### config.mk
export PLATFORM = sky130hd
export DESIGN_NAME = call_stack
export DESIGN_NICKNAME = d
export VERILOG_FILES = /design/src/rtl/call_stack.sv
export SDC_FILE = /design/constraint.sdc
export NUM_CORES = 1
export LEC_CHECK = 0
export ABC_AREA = 1
export BUFFER_PORTS_ARGS = -buffer_cell sky130_fd_sc_hd__buf_2
export CAP_MARGIN = 20
export CORE_ASPECT_RATIO = 1.5
export CORE_MARGIN = 10
export CORE_UTILIZATION = 54
export CTS_BUF_LIST = sky130_fd_sc_hd__clkbuf_4 sky130_fd_sc_hd__clkbuf_8
export CTS_CLUSTER_DIAMETER = 60
export CTS_CLUSTER_SIZE = 40
export DETAILED_ROUTE_END_ITERATION = 12
export PLACE_DENSITY_LB_ADDON = 0.05
export SYNTH_ARGS = -nofsm -noshare
export SYNTH_HDL_FRONTEND = slang
export SYNTH_SLANG_ARGS = --single-unit
### constraint.sdc
create_clock -name clk -period 3.3 [get_ports clk]
set_input_delay 0.165 -clock clk [delete_from_list [all_inputs] [get_ports clk]]
set_output_delay 0.165 -clock clk [all_outputs]
set_load 0.005 [all_outputs]
### src/rtl/call_stack.sv
// -----------------------------------------------------------------------------
// call_stack
//   Hardware return-address stack for a small processor core.
//   A call pushes the current program counter. A ret pops the top entry and
//   presents it to the program counter for exactly one cycle.
//
// Parameters
//   DEPTH      number of 16-bit return-address entries (power of 2, 2..64)
//
// Ports
//   clk        single clock; all state updates on the rising edge
//   rst        synchronous reset, active low
//   call       push request: save pc_in as a return address
//   ret        pop request: return the top address to the program counter
//   pc_in      program-counter value sampled on call
//   bus        popped return address while pc_write=1, else 16'h0000
//   pc_write   one-cycle load strobe to the program counter
//   empty      stack holds no entries (combinational from sp)
//   full       stack holds DEPTH entries (combinational from sp)
//   depth      current entry count (equals sp)
//   ovf_err    sticky: call seen while full
//   unf_err    sticky: ret seen while empty
//   err_clr    clears both sticky flags
//
// Configuration
//   CALL_STACK_ERR_EN  when defined, ovf_err/unf_err are live sticky flags
//                      cleared by err_clr. When undefined, both flags are
//                      constant 0 and err_clr is ignored. Dropped calls and
//                      rets behave the same in both builds.
// -----------------------------------------------------------------------------
module call_stack #(
  parameter int DEPTH = 8
) (
  input  logic                       clk,
  input  logic                       rst,
  input  logic                       call,
  input  logic                       ret,
  input  logic [15:0]                pc_in,
  output logic [15:0]                bus,
  output logic                       pc_write,
  output logic                       empty,
  output logic                       full,
  output logic [$clog2(DEPTH):0]     depth,
  output logic                       ovf_err,
  output logic                       unf_err,
  input  logic                       err_clr
);

  localparam int AW  = $clog2(DEPTH);
  localparam int SPW = AW + 1;
  localparam logic [SPW-1:0] FULL_SP = SPW'(DEPTH);

  // Storage and stack pointer.
  logic [15:0]    mem_q [DEPTH];
  logic [SPW-1:0] sp_q, sp_d;
  logic [15:0]    bus_q, bus_d;
  logic           pc_write_q, pc_write_d;

  // Decoded operation.
  logic           is_empty, is_full;
  logic           do_pop, do_push, do_replace;
  logic           wr_en;
  logic [AW-1:0]  wr_addr;
  logic [AW-1:0]  top_idx;
  logic           ovf_set, unf_set;

  assign is_empty = (sp_q == '0);
  assign is_full  = (sp_q == FULL_SP);
  assign top_idx  = AW'(sp_q - 1'b1);

  always_comb begin
    // A ret is only honoured when there is something to pop. When call and
    // ret coincide on a non-empty stack, the top entry is overwritten in
    // place. On an empty stack the call still goes ahead and the ret is
    // dropped. A full stack never satisfies call-only, so no wrap is possible.
    do_pop     = ret && !is_empty;
    do_replace = call && do_pop;
    do_push    = call && !ret && !is_full;
    if (call && ret && is_empty) begin
      do_push = 1'b1;
    end

    wr_en   = do_push || do_replace;
    wr_addr = do_replace ? top_idx : sp_q[AW-1:0];

    sp_d = sp_q;
    if (do_push) begin
      sp_d = sp_q + 1'b1;
    end else if (do_pop && !do_replace) begin
      sp_d = sp_q - 1'b1;
    end

    // The popped value is captured at the accept edge so that the program
    // counter sees it exactly one cycle after ret.
    pc_write_d = do_pop;
    bus_d      = do_pop ? mem_q[top_idx] : 16'h0000;

    ovf_set = call && !ret && is_full;
    unf_set = ret && is_empty;
  end

  // Control and output registers.
  always_ff @(posedge clk) begin
    if (!rst) begin
      sp_q       <= '0;
      pc_write_q <= 1'b0;
      bus_q      <= 16'h0000;
    end else begin
      sp_q       <= sp_d;
      pc_write_q <= pc_write_d;
      bus_q      <= bus_d;
    end
  end

  // Entry array. Contents are not reset; writes are blocked while in reset so
  // a call held during reset cannot leave a stale entry behind.
  generate
    for (genvar gi = 0; gi < DEPTH; gi++) begin : g_entry
      always_ff @(posedge clk) begin
        if (rst && wr_en && (wr_addr == AW'(gi))) begin
          mem_q[gi] <= pc_in;
        end
      end
    end
  endgenerate

`ifdef CALL_STACK_ERR_EN
  logic ovf_err_q, ovf_err_d;
  logic unf_err_q, unf_err_d;

  // A new error in the same cycle as err_clr wins over the clear.
  always_comb begin
    ovf_err_d = (ovf_err_q && !err_clr) || ovf_set;
    unf_err_d = (unf_err_q && !err_clr) || unf_set;
  end

  always_ff @(posedge clk) begin
    if (!rst) begin
      ovf_err_q <= 1'b0;
      unf_err_q <= 1'b0;
    end else begin
      ovf_err_q <= ovf_err_d;
      unf_err_q <= unf_err_d;
    end
  end

  assign ovf_err = ovf_err_q;
  assign unf_err = unf_err_q;
`else
  // Error reporting is compiled out; the detect terms and err_clr are unused.
  logic unused_err_sigs;
  assign unused_err_sigs = ovf_set ^ unf_set ^ err_clr;
  assign ovf_err = 1'b0;
  assign unf_err = 1'b0;
`endif

  assign empty    = is_empty;
  assign full     = is_full;
  assign depth    = sp_q;
  assign bus      = bus_q;
  assign pc_write = pc_write_q;

endmodule

Word-level counts from Yosys, hierarchy flattened
Memory sizes are Yosys's and may differ from the RTL's. A register that Yosys moved wholly into a read port is not among the register bits.
Cells that the tools add are included.
- bits in registers: 5
- output and inout port bits: 25
- logic and storage cells: 87
- memory bits (writable): 128
- memories kept: 1
- reductions and logical operators: 33
- equal/unequal tests: 8
- mux-type cells: 41
- add/subtract/negate cells: 2
- memory list (name ; words ; bits a word ; rd ports ; clocked after Yosys merged registers in ; wr ports ; line ; RTL):
    mem_q ; 8 ; 16 ; 1 ; 1 ; 1 ; 54 ; logic [15:0] mem_q [DEPTH];
- operators with widths (operator ; count):
    16-bit 2-to-1 mux ; 7
    16-bit OR reduction ; 7
    1-bit 2-to-1 mux ; 24
    3-bit 2-to-1 mux ; 8
    1-bit logical AND ; 16
    3-bit equality test (second input constant) ; 4
    4-bit 2-to-1 mux ; 2
    3-bit by 2-bit equality test with 1-bit output (second input constant) ; 2
    1-bit logical NOT ; 5
    4-bit by 1-bit adder with 4-bit output (second input constant) ; 1
    4-bit equality test (second input constant) ; 1
    4-bit logical NOT ; 1
    4-bit by 1-bit subtractor with 4-bit output (second input constant) ; 1
    3-bit by 1-bit equality test with 1-bit output (second input constant) ; 1
    3-bit logical NOT ; 1
    2-bit AND reduction ; 1
    2-bit nonzero test ; 1
    1-bit logical OR ; 1

Longest topological paths before layout
- word-level depth: 17
- gate-level depth with buffers: 12

Worst setup path before layout
Ideal clock, no wire load.
- path kind: reg2reg
- start: reg sp_q[0] (netlist: depth[0])
- end: mem mem_q[4][0], enable pin
- cell stages (with the launch flop): 10
- data required time: 2.912 ns
- slack: 0.601 ns
- arrival: 2.310 ns
- path through: dfxtp_1 > inv_2 > buf_4 > buf_6 > ha_1 > nand2_4 > nand3_4 > xor2_1 > nand2_1 > nor2_1
- longest elaborated chain between the ends: 17
- ends and longest elaborated chain (item ; line ; RTL):
    from (decl) ; 55 ; logic [SPW-1:0] sp_q, sp_d;
    from (signal assigned) ; 109 ; sp_q <= sp_d;
    branches (longest 17 deep; another with 4-bit by 1-bit subtractor with 4-bit output) ; - ;
    to (decl) ; 54 ;
Parallel ways; which one is timed is not known.

Worst setup path in the final report
- start: reg sp_q[1] (netlist: depth[1])
- end: mem mem_q[1][4], enable pin
Same word-level chain as after synthesis.

==> impl_results.md <==
* I/O pin count at 46
* Die Outline Area at 15,700 um^2
* Fillcell total at 833
* CP Launch Type: flop
* Sequential-to-total area share from yosys stat at 0.719
* TritonCTS clock tree: done
* DR WL met2 at 6610 um
* Most numerous cell on the critical path: buf_4
* Final design utilization at 0.643
* Antenna Violating Nets Remaining at 0
* P&R area growth vs syn at 15.4%
* Number of vias after detailed routing at 3,774
* Post-detailed-route wirelength per cell at 17.6 um
* Count of clock tree sinks at 149
* Hold Fails Final Rpt at 0
* Worst clock skew on the final layout at 0.0138 ns
* Clock latency reported for the late side of the worst-skew pair at 0.43 ns
* F_max at 408 MHz
* Launching element of the worst setup path: depth[1]
* Commonest non-fill, non-tap cells in the layout: edfxtp_1, nor2_1, o21ai_0
* Post-synth cell types at 31
* Origin of the critical flop-to-flop path: depth[1]
* Part of the total power dissipated in sequential elements at 0.455
* Final min period at 2.45 ns
* Post-cts resize count at 0
* Number of port buffers at 42
* Max FO, Critical Path at 24
* Largest net degree at the start of global routing at 70
* Overall global routing resource usage at 0.164
* H-Tree Level Count at 4
* Aggregate routed wire length at 12,600 um
* Global-route wire length before repair at 20,000 um
* Worst endpoint required time at 3.41 ns
* Switching portion of total power at 0.325
* Worst slew slack as a fraction of its limit at 0.501
* Final Setup Violations at 0
* Gate Count Post-Synth at 487
* Proportion of power drawn by combinational gates at 0.266
* Most instantiated flip-flop cell in the synthesis netlist: edfxtp_1
* Fraction of layout cells with a size suffix above 1 at 0.217
* Area of the core at 10,600 um^2
* Number of storage elements in the synthesis netlist at 149
* Top metal layer carrying routed signals: met4
* Max-slew violation count at 0
* Worst-case vdd ir drop at 0.347 mV
* Clock tree buffer depth at 2
* Cell area after synthesis at 5930 um^2
* Via count of the first global-routing pass at 3,780
* Cell Chain, Critical Path: inv_1 > ha_1 > buf_4 > inv_2 > o21ai_1 > nand2_1 > nor2_1 > buf_4
* Launch instance of the worst min-delay path: pc_in[4]
* Crit Path Category: flop to flop
* Initial standard-cell utilization of the core at 0.557
* Hold_buf cts at 15
* Mean instance size in the synthesized netlist at 12.2 um^2
* Cell type group with the largest total delay on the critical path: buffers and inverters
* Std-Cell Rows at 46
* Cell with the largest stage delay on the worst path: dfxtp_1
* Static Leak at 0.00251 uW
* Number of synthesis warnings at 0
* Setup repair bufs after CTS at 0
* RePlAce Congestion at 0.789
* Peak per-stage delay on the critical path at 0.45 ns
* Pwr/cell area at 718 nW/um^2
* Total grt overflow at 0
* Outcome: complete, no violations
* Sum of met3 wire segment lengths after detailed routing at 520 um
* Int Pwr at 3320 uW
* Antenna violations before repair at 0
* Worst Hold Slack at 0.0223 ns
* CP Data Arrival Time at 2.56 ns
* Master cell of the clock root buffer: clkbuf_8
* Worst Setup End Kind: flop
* Ys async rst share at 0
* Setup repair after global routing missed its margin: false
* Post-layout net count at 581
* Crit share post-route at 0.742
* Number of diodes added for antenna fixing at 0
* Net switching power at 1600 uW
* Number of synthesized flops with an enable pin at 128
* Number of design rule violations left after detail routing at 0
* Leading cell type in the layout, fill and taps excluded: edfxtp_1
* Number of DRC markers in iteration 0 at 157
* Worst Tran Pin Value at 0.748 ns
* Worst hold path type: input pin to flop
* CP Buf/Inv Count at 4
* Clk pwr share at 0.279
* DIE WIDTH at 106 um
* Die extent in y at 148 um
* First-pass iteration count of the detailed router at 4
* Max-capacitance violation count at 0
* Number of vias per cell after detailed routing at 5.28
* Routed metal-1 wire length at 5350 um
* Sum Neg Setup Slack at 0 ns
* Clock edge transition at the registers on the reported setup and hold paths at 0.09 ns
* Number of clock buffers inserted by TritonCTS at 17
* Half-perimeter wire length after placement at 7080 um
registers in the layout (all words and copies together), names as in the netlist:
name	flops
pc_write	1
mem_q	128
bus	16
depth	4
through the flow:
| stage | std cells | setup slack (ns) | power [uW] | area [um^2] |
|---|---|---|---|---|
| 6_report | 715 | 0.850 | 4920 | 6840 |
| 5_1_grt | 715 | 0.654 | 5210 | 6840 |
| 3_3_place_gp | 668 | 0.924 | 3560 | 6300 |
| 3_5_place_dp | 668 | 0.890 | 3590 | 6300 |
| 2_1_floorplan | 488 | 0.601 | 3240 | 5940 |
| 4_1_cts | 715 | 0.858 | 4960 | 6840 |
synth_stat cells, types with 5 or more instances:
library cell / count / share of area
o21ai_1: 30 / 0.025
inv_1: 9 / 0.0057
o22ai_1: 16 / 0.017
nand2_2: 5 / 0.0053
nor2_2: 11 / 0.012
buf_6: 6 / 0.011
nand3_1: 5 / 0.0042
nor2_1: 118 / 0.075
nand2_1: 25 / 0.016
edfxtp_1: 128 / 0.65
o21ai_0: 70 / 0.059
clkbuf_1: 9 / 0.0057
dfxtp_1: 21 / 0.071
buf_2: 6 / 0.0051
power by group through the flow:
stage,combinational [uW],clock [uW],sequential [uW]
after floorplan,954,0,2280
after global placement,1290,0,2270
after detailed placement,1310,0,2280
after CTS,1330,1400,2230
after global routing,1480,1490,2240
final,1310,1370,2230
cell families after synthesis:
logic type	synth area share
flip-flops	0.719
AO/OA/AOI/OAI	0.106
AND/OR/NAND/NOR	0.124
adder cells (fa/ha/maj)	0.00422
buffers and inverters	0.0407
XOR/XNOR	0.00591
other	0.000632
layer usage:
metal | GRT usage | up-vias
met5 | 0 | -
met4 | 0.0571 | 0
met3 | 0.0372 | 4
met2 | 0.286 | 74
met1 | 0.194 | 1835
li1 | - | 1861
cell type report:
cell class	instances	area [um^2]	share of cell area
Timing Repair Buffer	78	518	0.0757
Tap cell	144	180	0.0263
Inverter	14	57.6	0.00841
Clock inverter	12	130	0.0190
Sequential cell	149	4270	0.623
Multi-Input combinational cell	298	1430	0.209
Clock buffer	20	263	0.0384
path summary, 6_finish.rpt:
path                                    end  slack (ns)  depth (start not counted)
worst min register to register     depth[1]        0.59                          2
worst max register to register  mem_q[1][4]        0.85                          8
worst max-delay path            mem_q[1][4]        0.85                          8
worst min-delay path            mem_q[6][4]        0.02                          1
Power figures use the tool's default switching activity.
